## src/rtl/mem_arb_pkg.sv

```systemverilog
// Shared definitions for the unified-memory port arbiter: FSM encoding,
// owner identifiers and the wait-counter width.
package mem_arb_pkg;

    typedef enum logic [1:0] {
        ST_IDLE   = 2'd0,
        ST_ACCESS = 2'd1,
        ST_DONE   = 2'd2
    } arb_state_t;

    localparam logic OWN_CPU = 1'b0;
    localparam logic OWN_DBG = 1'b1;

    localparam int CNT_W = 4;

endpackage

```

## src/rtl/mem_port_arbiter_rr_arb2.sv

```systemverilog
// Two-requester round-robin pick: a lone requester always wins, and a tie
// goes to the port that did not own the last grant.
module rr_arb2
    import mem_arb_pkg::*;
(
    input  logic [1:0] req,
    input  logic       last_owner,
    output logic       grant_valid,
    output logic       grant_id
);

    always_comb begin
        grant_valid = |req;
        grant_id    = OWN_CPU;
        if (req == 2'b11) begin
            grant_id = ~last_owner;
        end else if (req[1]) begin
            grant_id = OWN_DBG;
        end
    end

endmodule

```

## src/rtl/mem_port_arbiter.sv

```systemverilog
// Shares one unified instruction/data memory between the CPU and the debug
// port: round-robin grant, fixed-length wait sequence, one-cycle ready pulse.
module mem_port_arbiter
    import mem_arb_pkg::*;
#(
    parameter int AW          = 32,
    parameter int DW          = 32,
    parameter int WAIT_CYCLES = 2
) (
    input  logic          clk,
    input  logic          reset,
    input  logic          cpu_req,
    input  logic          cpu_we,
    input  logic [AW-1:0] cpu_addr,
    input  logic [DW-1:0] cpu_wdata,
    output logic [DW-1:0] cpu_rdata,
    output logic          cpu_ready,
    input  logic          dbg_req,
    input  logic          dbg_we,
    input  logic [AW-1:0] dbg_addr,
    input  logic [DW-1:0] dbg_wdata,
    output logic [DW-1:0] dbg_rdata,
    output logic          dbg_ready,
    output logic          mem_en,
    output logic          mem_we,
    output logic [AW-1:0] mem_addr,
    output logic [DW-1:0] mem_wdata,
    input  logic [DW-1:0] mem_rdata,
    output logic          busy,
    output logic          owner
);

    if (WAIT_CYCLES < 1 || WAIT_CYCLES > 15) begin : g_bad_wait
        $error("mem_port_arbiter: WAIT_CYCLES must be in 1..15");
    end

    arb_state_t       state_q, state_d;
    logic             owner_q, owner_d;
    logic [CNT_W-1:0] cnt_q, cnt_d;
    logic             we_q, we_d;
    logic [AW-1:0]    addr_q, addr_d;
    logic [DW-1:0]    wdata_q, wdata_d;
    logic             mem_en_q, mem_en_d;
    logic             mem_we_q, mem_we_d;
    logic             busy_q, busy_d;
    logic             grant_valid, grant_id;
    logic             rd_done;

    rr_arb2 u_rr_arb2 (
        .req        ({dbg_req, cpu_req}),
        .last_owner (owner_q),
        .grant_valid(grant_valid),
        .grant_id   (grant_id)
    );

    always_comb begin
        state_d = state_q;
        owner_d = owner_q;
        cnt_d   = cnt_q;
        we_d    = we_q;
        addr_d  = addr_q;
        wdata_d = wdata_q;
        case (state_q)
            ST_IDLE: begin
                if (grant_valid) begin
                    owner_d = grant_id;
                    we_d    = (grant_id == OWN_DBG) ? dbg_we    : cpu_we;
                    addr_d  = (grant_id == OWN_DBG) ? dbg_addr  : cpu_addr;
                    wdata_d = (grant_id == OWN_DBG) ? dbg_wdata : cpu_wdata;
                    cnt_d   = CNT_W'(WAIT_CYCLES - 1);
                    state_d = ST_ACCESS;
                end
            end
            ST_ACCESS: begin
                if (cnt_q == '0) begin
                    state_d = ST_DONE;
                end else begin
                    cnt_d = cnt_q - CNT_W'(1);
                end
            end
            ST_DONE: state_d = ST_IDLE;
            default: state_d = ST_IDLE;
        endcase
        // Outputs are decoded from the next state so they line up with it.
        mem_en_d = (state_d == ST_ACCESS);
        mem_we_d = mem_en_d && we_d;
        busy_d   = (state_d != ST_IDLE);
    end

    assign rd_done = (state_q == ST_ACCESS) && (cnt_q == '0) && !we_q;

    always_ff @(posedge clk) begin
        if (reset) begin
            state_q  <= ST_IDLE;
            owner_q  <= OWN_DBG;
            cnt_q    <= '0;
            we_q     <= 1'b0;
            addr_q   <= '0;
            wdata_q  <= '0;
            mem_en_q <= 1'b0;
            mem_we_q <= 1'b0;
            busy_q   <= 1'b0;
        end else begin
            state_q  <= state_d;
            owner_q  <= owner_d;
            cnt_q    <= cnt_d;
            we_q     <= we_d;
            addr_q   <= addr_d;
            wdata_q  <= wdata_d;
            mem_en_q <= mem_en_d;
            mem_we_q <= mem_we_d;
            busy_q   <= busy_d;
        end
    end

    // Per-port read-data and ready registers; index 0 is the CPU, 1 is debug.
    for (genvar gi = 0; gi < 2; gi++) begin : g_port
        logic [DW-1:0] rdata_q, rdata_d;
        logic          ready_q, ready_d;

        always_comb begin
            rdata_d = rdata_q;
            if (rd_done && (owner_q == 1'(gi))) begin
                rdata_d = mem_rdata;
            end
            ready_d = (state_d == ST_DONE) && (owner_d == 1'(gi));
        end

        always_ff @(posedge clk) begin
            if (reset) begin
                rdata_q <= '0;
                ready_q <= 1'b0;
            end else begin
                rdata_q <= rdata_d;
                ready_q <= ready_d;
            end
        end
    end

    assign cpu_rdata = g_port[0].rdata_q;
    assign cpu_ready = g_port[0].ready_q;
    assign dbg_rdata = g_port[1].rdata_q;
    assign dbg_ready = g_port[1].ready_q;
    assign mem_en    = mem_en_q;
    assign mem_we    = mem_we_q;
    assign mem_addr  = addr_q;
    assign mem_wdata = wdata_q;
    assign busy      = busy_q;
    assign owner     = owner_q;

endmodule

```

## config.mk

```make
export PLATFORM = sky130hd
export DESIGN_NAME = mem_port_arbiter
export DESIGN_NICKNAME = d
export VERILOG_FILES = /design/src/rtl/mem_arb_pkg.sv /design/src/rtl/mem_port_arbiter_rr_arb2.sv /design/src/rtl/mem_port_arbiter.sv
export SDC_FILE = /design/constraint.sdc
export NUM_CORES = 1
export LEC_CHECK = 0
export CAP_MARGIN = 25
export CELL_PAD_IN_SITES_DETAIL_PLACEMENT = 0
export CELL_PAD_IN_SITES_GLOBAL_PLACEMENT = 1
export CORE_UTILIZATION = 27
export DETAILED_ROUTE_END_ITERATION = 10
export PLACE_DENSITY_LB_ADDON = 0.1
export SETUP_SLACK_MARGIN = 0.05
export SYNTH_ARGS = -nofsm -noshare
export SYNTH_HDL_FRONTEND = slang
export SYNTH_SLANG_ARGS = --single-unit
```

## constraint.sdc

```tcl
create_clock -name clk -period 1.71 [get_ports clk]
set_clock_uncertainty 0.05 [all_clocks]
set_input_delay 0.171 -clock clk [delete_from_list [all_inputs] [get_ports clk]]
set_output_delay 0.171 -clock clk [all_outputs]
set_load 0.02 [all_outputs]
```

==> summary.txt, run 1 <==
Power
  – Pwr per Cell Area: approximately 1000 nW/µm²
  – NetSw: approximately 3.2 mW
  – Clock power share: 0.353
  – Tot Pwr: roughly 10 mW
  – Internal power: around 7.3 mW
  – Leakage: approximately 4.4 nW
  – Gate power share: 0.289
  – Flop pwr share: 0.358
  – Switching part of the total: 0.3011
  – Maximum vdd drop: 0.0006570 V

Placement
  – Post-DP HPWL: about 15000 µm
  – Placed cell area: 9597 µm²
  – Placed Cells: around 1100
  – Routability cong.: 0.7672
  – Setup WS pre-CTS: -0.1944 ns
  – IO buf count: ~300

Worst setup path
  – Crit path max-delay family: simple AND/OR/NAND/NOR gates
  – Slowest-stage cell, CP: dfxtp_2
  – Crit path capture type: flop
  – CP Data Required Time: around 2 ns
  – CP Launch Type: flop
  – CP bufs+invs: 4
  – Data arrival, critical path: between 1.5 and 2 ns
  – Cell count along the critical path: 8
  – Slowest stage delay, CP: around 0.34 ns
  – CP cell instances: inv_2, ha_4, buf_4, nor3b_4, buf_12, clkbuf_16, or3_1, a21oi_1
  – CP startpoint: cnt_q[0]
  – R2R depth: 8
  – Crit Path Max Fanout: 11
  – Crit path kind: reg -> reg
  – Reg-to-reg critical path startpoint: cnt_q[0]

Yosys
  – Syn_nets: 736
  – Share of the synthesized area in the top cell type: 0.4654
  – Post-synth EDFFs: 0
  – Yosys warning count: 0
  – Post-synthesis register bit count: ~140
  – Avg Synthesized Cell Area: approximately 11 µm²
  – Synth cell types: 43
  – Main area contributors after synthesis: dfxtp_1, o2bb2ai_2, mux2i_1, a21oi_1, nand3_1
  – Synthesized cell area: about 6100 µm²
  – Cells after synthesis: 568
  – Top FF cell, synth: dfxtp_1
  – Sequential element share of the synthesized area: 0.4654
  – Area leader, netlist: dfxtp_1
  – Asr flop ratio synth: 0

Route
  – Wire length on met1: 8709 µm
  – Vias: between 5000 and 6000
  – WL met3: 1730 µm
  – Max layer used: met4
  – Post-DR vias/cell: a little under 5
  – DR WL met2: 10720 µm
  – Routed WL: roughly 21000 µm
  – First DRT Iteration DRCs: 205
  – Routed Antenna Nets: 0
  – Residual DRC count: 0
  – First-pass iteration count of the detailed router: 4
  – DR WL/cell: 18.34 µm

Die
  – Area of the core: between 20000 and 25000 µm²
  – Starting Density: 0.2770
  – Die Y: about 150 µm
  – # rows: 54
  – Die width: ~150 µm
  – Top Ports: 300
  – Die area: ~23000 µm²

Layout
  – Area Growth Syn to Fin: 73.59%
  – Fraction of layout cells with a size suffix above 1: 0.1818
  – Design area: between 10000 and 15000 µm²
  – ANT cells: 0
  – Nets: between 1000 and 1500
  – Non-Filler Instances: between 1000 and 1500
  – Fin util: 0.4809

Timing
  – Fin Hold WS: 0.2921 ns
  – RSZ-0062 raised after global routing: yes
  – Fin crit period: approximately 1.7 ns
  – Final setup violation count: 0
  – Final hold vios: 0
  – Least-Margin Pin Slew: 0.4524 ns
  – Setup_tns: 0 ns
  – Post-route setup slack: 0.005309 ns
  – Max Fclk: between 500 and 600 MHz
  – Fin crit share: 0.9969
  – Slew Viols, Final: 0
  – Worst rel slew slack: 0.6906

Clocking
  – Number of H-tree levels: 4
  – Later-pin clock latency in the skew report: about 0.41 ns
  – Clock transition at path regs: about 0.060 ns
  – CTS Buf Count: 17
  – CTS Sinks: 141
  – TritonCTS clock tree: done
  – Clock root buffer: clkbuf_16
  – Bufs on Longest Clock Path: 2

Min path
  – Worst Hold Depth: 3
  – Worst hold path type: in -> reg
  – Hold_sp: mem_rdata[2]

GRT
  – Global-route wire length before repair: about 32000 µm
  – Initial antenna violation count: 0
  – Vias in the first global route: between 5000 and 6000
  – Largest net degree at the start of global routing: 75
  – GRT overflow: 0
  – GRT Total Usage: 0.1742

Status
  – Status: finished clean

Job
  – Max Cap Viol: 0
synth_stat cells, types with 2 or more instances:
library cell and instances:
o21ai_0 58, buf_2 13, ha_1 2, inv_1 3, dfxtp_1 141, a211oi_1 2
clkbuf_1 28, o2bb2ai_2 60, nand3_1 64, nand2b_1 2, or3_1 3, buf_8 5
o2bb2ai_1 4, nor2_1 6, a21oi_1 69, buf_6 8, o21ai_1 8, nor3_1 2
or4_1 2, mux2i_1 65
what timing repair did:
action                                 4_1_cts  5_1_grt
setup endpoints to repair                   83      128
gates cloned                                 0        7
endpoints found under the hold margin        1        0
setup buffers                                0        1
hold buffers                                 1        0
gates resized for setup                     18       81
pin swaps                                    0        4
state kept, by name, indices dropped and copies added (netlist names), 2 cells and up:
name       count
cnt_q          4
dbg_rdata     32
mem_addr      32
mem_wdata     32
state_q        2
cpu_rdata     32
tightest hold or removal path, stage by stage:
cell             delay (ns)
clkdlybuf4s50_1        0.42
nand3_1                0.07
a21oi_1                0.05
layer usage:
metal  vias to the layer above  global-route usage
li1                       2742                   -
met1                      2707              0.2017
met2                       223              0.2974
met3                        20             0.06589
met4                         0             0.05048
met5                         -                   0
placed cells by master, fill, tap and decap left out, types with 4 or more instances in the layout:
master | Yosys | routed
dlymetal6s2s_1 | 0 | 43
nor2_1 | 6 | 6
buf_12 | 0 | 16
dlygate4sd2_1 | 0 | 11
o21ai_0 | 58 | 32
o21ai_1 | 8 | 34
buf_4 | 1 | 23
dfxtp_1 | 141 | 138
inv_6 | 0 | 4
a21oi_1 | 69 | 67
clkdlybuf4s50_1 | 0 | 244
nand3_1 | 64 | 64
o2bb2ai_2 | 60 | 60
o2bb2ai_1 | 4 | 4
clkbuf_16 | 0 | 22
mux2i_1 | 65 | 61
cells by family after synthesis:
kind of cell / after synthesis / synth area share
fa+ha+maj: 2 / 0.004126
compound gates: 208 / 0.2773
buf+inv: 60 / 0.06127
mux: 65 / 0.1073
simple gates: 92 / 0.08459
flops: 141 / 0.4654
path summary, 6_finish.rpt:
path                    to  slack [ns]
min reg2reg  mem_wdata[27]        0.41
min           cpu_rdata[2]        0.29
max reg2reg       cnt_q[1]       0.005
max               cnt_q[1]       0.005
power by group through the flow:
stage,Clock [mW],Combinational [mW],Sequential (mW)
2_1_floorplan,0,1.05,4.13
3_3_place_gp,0,2.78,3.82
3_5_place_dp,0,2.81,3.83
4_1_cts,3.82,2.81,3.75
5_1_grt,3.96,3.21,3.79
6_report,3.70,3.03,3.75
cell type report:
class,instances,area (µm²)
inverter,3,11.26
multi-input combinational,367,2978
clock buffer,20,456.7
sequential,141,2826
timing repair buffer,348,3771
clock inverter,12,133.9
fill,2012,11360
tap,280,350.3
(Power assumes the default switching activity.)
==> inputs of run 2 (changes only) <==
--- a/config.mk
+++ b/config.mk
@@ -8,10 +8,12 @@
 export CAP_MARGIN = 25
 export CELL_PAD_IN_SITES_DETAIL_PLACEMENT = 0
 export CELL_PAD_IN_SITES_GLOBAL_PLACEMENT = 1
+export CORE_ASPECT_RATIO = 0.5
 export CORE_UTILIZATION = 27
 export DETAILED_ROUTE_END_ITERATION = 10
 export PLACE_DENSITY_LB_ADDON = 0.1
 export SETUP_SLACK_MARGIN = 0.05
+export SLEW_MARGIN = 40
 export SYNTH_ARGS = -nofsm -noshare
 export SYNTH_HDL_FRONTEND = slang
 export SYNTH_SLANG_ARGS = --single-unit
==> summary.txt, run 2 (synthesis gave the netlist of run 1 again) <==
Status
  – Status: finished clean

Placement
  – Setup WS pre-CTS: -0.1829 ns
  – Post-DP HPWL: 14980 µm
  – Placed Cells: 1166
  – IO buf count: 299
  – Placed cell area: roughly 10000 µm²
  – Routability cong.: 0.7943

Route
  – Routed WL: 21920 µm
  – First-pass iteration count of the detailed router: 6
  – Vias: 5691
  – Post-DR vias/cell: 4.707
  – DR WL/cell: 18.13 µm
  – Residual DRC count: 0
  – First DRT Iteration DRCs: 241
  – Routed Antenna Nets: 0

Power
  – Switching part of the total: 0.3070
  – Maximum vdd drop: around 0.00068 V
  – Flop pwr share: 0.355
  – Gate power share: 0.293
  – Pwr per Cell Area: 995.9 nW/µm²
  – Internal power: between 7 and 8 mW
  – Tot Pwr: approximately 11 mW
  – Clock power share: 0.352
  – NetSw: roughly 3.2 mW
  – Leakage: about 4.3 nW

Layout
  – Fraction of layout cells with a size suffix above 1: 0.1958
  – Fin util: 0.4858
  – Non-Filler Instances: between 1000 and 1500
  – Area Growth Syn to Fin: 74.83%
  – Design area: roughly 11000 µm²
  – Most frequent cells in the layout: clkdlybuf4s50_1, dfxtp_1, a21oi_1, mux2i_1, nand3_1
  – Commonest non-fill, non-tap cell in the layout: clkdlybuf4s50_1
  – ANT cells: 0
  – Fillers: approximately 2000
  – Nets: 1064

Clocking
  – Clock transition at path regs: roughly 0.060 ns
  – Number of H-tree levels: 4
  – Later-pin clock latency in the skew report: ~0.42 ns
  – Clock root buffer: clkbuf_16
  – CTS Sinks: 141
  – CTS Buf Count: 17
  – Bufs on Longest Clock Path: 2
  – TritonCTS clock tree: done

Worst setup path
  – CP Launch Type: flop
  – R2R depth: 6
  – CP Data Required Time: 1.97 ns
  – Crit path capture type: flop
  – Crit Path Max Fanout: 8
  – Crit path kind: reg -> reg
  – Data arrival, critical path: ~1.9 ns

Timing
  – Max Fclk: ~600 MHz
  – Fin crit share: 0.9703
  – Least-Margin Pin Slew: roughly 0.45 ns
  – RSZ-0062 raised after global routing: yes
  – Setup_tns: 0 ns
  – Post-route setup slack: about 0.051 ns
  – Final setup violation count: 0
  – Fin crit period: 1.659 ns
  – Fin Hold WS: between 0.2 and 0.3 ns
  – Final hold vios: 0
  – Worst rel slew slack: 0.6987
  – Slew Viols, Final: 0

Die
  – Top Ports: 300
  – # rows: 38
  – Die Y: 108.0 µm
  – Area of the core: roughly 22000 µm²
  – Die width: about 210 µm
  – Starting Density: 0.2779
  – Die area: ~23000 µm²

GRT
  – Initial antenna violation count: 0
  – GRT Total Usage: 0.1785
  – Largest net degree at the start of global routing: 40
  – Vias in the first global route: ~5300
  – Global-route wire length before repair: 31640 µm
  – GRT overflow: 0

Job
  – Max Cap Viol: 0

Min path
  – Worst Hold Depth: 3
  – Worst hold path type: in -> reg
[run 2: changes by cell type in the layout (fill, tap and decap cells not counted), moves of 5 or more]
cell             before  now
o21ai_1              34   28
dlygate4sd2_1        11   32
o21ai_2               0    5
clkdlybuf4s50_1     244  239
dlymetal6s2s_1       43   27
buf_4                23   41
[run 2: repair_timing]
item / CTS / global route
resized for setup: 34 / 66
hold buffers: 1 / 0
cloned: 0 / 9
setup buffers: 0 / 1
pin swaps: 0 / 3
setup endpoints to repair: 99 / 92
hold endpoints to repair: 1 / 0
[run 2: metal layers]
| metal | up-vias | part of all wire | global-route usage |
|---|---|---|---|
| li1 | 2793 | - | - |
| met1 | 2686 | 0.47 | 0.2339 |
| met2 | 185 | 0.46 | 0.2806 |
| met3 | 27 | 0.053 | 0.05035 |
| met4 | 0 | 0.017 | 0.06629 |
| met5 | - | 0 | 0 |
[run 2: layout make-up]
type	instances	area, µm²	share of cell area
Timing Repair Buffer	365	3826	0.3609
Sequential cell	141	2825	0.2665
Clock inverter	13	141.4	0.01333
Clock buffer	19	442.9	0.04177
Tap cell	300	375.4	0.03540
Inverter	3	11.26	0.001062
Multi-Input combinational cell	368	2980	0.2811
[run 2: path summary, 6_finish.rpt]
check           startpoint            end  slack (ns)
max               cnt_q[0]   dbg_rdata[3]        0.05
min          mem_rdata[14]  dbg_rdata[14]        0.28
max reg2reg       cnt_q[0]   dbg_rdata[3]        0.05
min reg2reg  mem_wdata[24]  mem_wdata[24]        0.42
[run 2: power groups by stage]
stage	combinational [mW]	sequential, mW	clock (mW)
finish	3.09	3.75	3.72
global route	3.28	3.78	3.99
CTS	2.82	3.75	3.82
detailed placement	2.87	3.82	0
global placement	2.87	3.81	0
floorplan	1.05	4.13	0
[run 2: critical path, stage by stage (launching register included)]
cell and delay [ns]:
dfxtp_1 0.32, inv_2 0.08, ha_4 0.13, or3b_4 0.49
clkbuf_16 0.22, o21ai_0 0.17, a21oi_1 0.08
==> variant, RTL diff (settings of run 2) <==
Register the outputs `dbg_rdata` and `dbg_ready`, with the module's reset; this adds one clock of latency there. The other outputs are not delayed to match.
--- a/src/rtl/mem_port_arbiter.sv
+++ b/src/rtl/mem_port_arbiter.sv
@@ -141,4 +141,11 @@
     assign cpu_ready = g_port[0].ready_q;
-    assign dbg_rdata = g_port[1].rdata_q;
-    assign dbg_ready = g_port[1].ready_q;
+    always_ff @(posedge clk) begin
+        if (reset) begin
+            dbg_rdata <= '0;
+            dbg_ready <= '0;
+        end else begin
+            dbg_rdata <= g_port[1].rdata_q;
+            dbg_ready <= g_port[1].ready_q;
+        end
+    end
     assign mem_en    = mem_en_q;
Formal check against the unedited RTL: not equivalent (Yosys sat finds a counterexample within 4 cycles, from zero or initial values and one cycle with reset high).
==> variant against run 2 <==
  * The flow now finishes with violations (setup timing)
  * Sequential cell count up 33
  * Synthesized area increased by 3.2%
  * Final area up 2.4%
  * Critical path depth rose by 1
  * Wire length is 3.3% lower
  * Count of clock-buffer cells in the layout is 2 lower
  * Sequential power up 27%
  * Core utilization increased by 0.32 points
  * Via count decreased by 1.4%
  * First-iteration DRC count decreased by 28%
  * Worst setup slack worse by 0.20 ns
  * Total power up 15%
  * Largest power group unchanged
  * Highest routed layer is now met5
==> variant: results (changes against run 2) <==
INFO  metric grt_first_pass_wirelength = 31.2 mm (was 31.6 mm)
INFO  metric grt_antenna_before_repair = 1 (was 0)
INFO  metric run_status = finished, violations left (was finished clean)
INFO  metric cp.arrival = 2.11 ns (was 1.92 ns)
INFO  metric postPlaceCellArea = 0.00995 mm2 (was 0.00973 mm2)
INFO  metric cts_setup_buffers = 2 (was 0)
INFO  metric fillers = 2027 (was 1982)
INFO  metric grt_start_max_net_pins = 44 (was 40)
INFO  metric area_growth = 73.6% (was 74.8%)
INFO  metric preCtsSetupSlack = -0.169 ns (was -0.183 ns)
INFO  metric finalSetupViolCount = 32 (was 0)
INFO  metric critical_path.reg2reg.endpoint = cpu_rdata[30] (was dbg_rdata[3])
INFO  metric crit_fanout = 32 (was 8)
INFO  metric fin_worst_hold_slack = 0.176 ns (was 0.284 ns)
INFO  metric regToRegStartpoint = cnt_q[1] (was cnt_q[0])
INFO  metric leakagePower = 4.57 nW (was 4.31 nW)
INFO  metric grt_use_total = 17.4% (was 17.9%)
INFO  metric slew-limit-headroom = 69.1% (was 69.9%)
INFO  metric dp_hpwl = 15.2 mm (was 15.0 mm)
INFO  metric sw_share = 29.2% (was 30.7%)
INFO  metric share_clk_of_total_power = 33.0% (was 35.2%)
INFO  metric yosysSeqAreaShare = 55.7% (was 46.5%)
INFO  metric violations = setup timing
INFO  metric wire_per_inst = 16.7 um (was 18.1 um)
INFO  metric detailedRoute.firstIterationViolations = 173 (was 241)
INFO  metric synth.distinct_cells = 32 (was 43)
INFO  metric fraction_of_final_layout_cells_sized_beyond_drive_strength_1 = 13.1% (was 19.6%)
INFO  metric layoutNonFillerInstCount = 1271 (was 1209)
INFO  metric yosys-top-cells-area = sky130_fd_sc_hd__dfxtp_1 56%, sky130_fd_sc_hd__mux2i_1 10%, sky130_fd_sc_hd__o2bb2ai_1 9.0%, sky130_fd_sc_hd__nand2_1 7.8%, sky130_fd_sc_hd__a21oi_1 5.3% (was sky130_fd_sc_hd__dfxtp_1 47%, sky130_fd_sc_hd__o2bb2ai_2 15%, sky130_fd_sc_hd__mux2i_1 11%, sky130_fd_sc_hd__a21oi_1 5.7%, sky130_fd_sc_hd__nand3_1 5.3%)
INFO  metric vdd_ir_drop_max = 0.614 mV (was 0.682 mV)
INFO  metric finalNetCount = 1126 (was 1064)
INFO  metric mappedNetlistNets = 793 (was 736)
INFO  metric slowest_stage = sky130_fd_sc_hd__or4_4 (was sky130_fd_sc_hd__or3b_4)
INFO  metric holdCritStartpoint = reset (was mem_rdata[14])
INFO  metric post_cts.resized_instances = 23 (was 34)
INFO  metric setup_total_negative_slack = -3.83 ns (was 0 ns)
INFO  metric place_inst = 1231 (was 1166)
INFO  metric power.density = 1120 mW/mm2 (was 996 mW/mm2)
INFO  metric layout_setup_ws = -0.145 ns (was 0.0507 ns)
INFO  metric synth_area_per_cell = 10.0 um2 (was 10.7 um2)
INFO  metric detail_route.first_pass.iterations = 4 (was 6)
INFO  metric seq_cell_power = 4.75 mW (was 3.75 mW)
INFO  metric gp_congestion = 0.767 (was 0.794)
[variant: cells by family after synthesis]
family	after synthesis	share of synthesized area [%]
AO/OA/AOI/OAI	136	15.1
AND/OR/NAND/NOR	198	14.5
buffers and inverters	49	3.80
flip-flops	174	55.7
XOR/XNOR	2	0.280
adder cells (fa/ha/maj)	2	0.400
multiplexers	64	10.2
[variant: cell type report]
cell class                      count  share of cell area [%]
Timing Repair Buffer              360                    34.0
Sequential cell                   174                    32.1
Multi-Input combinational cell    402                    24.8
Clock buffer                       17                    3.92
Tap cell                          300                    3.46
Clock inverter                     15                    1.68
Inverter                            3                   0.104
[variant: per-layer routing]
| layer | vias to the layer above | track usage, % | share of wire [%] |
|---|---|---|---|
| li1 | 2832 | - | - |
| met1 | 2622 | 21.9 | 46 |
| met2 | 138 | 28.8 | 47 |
| met3 | 20 | 5.12 | 5.9 |
| met4 | 2 | 5.73 | 1.1 |
| met5 | - | 0 | 0.061 |
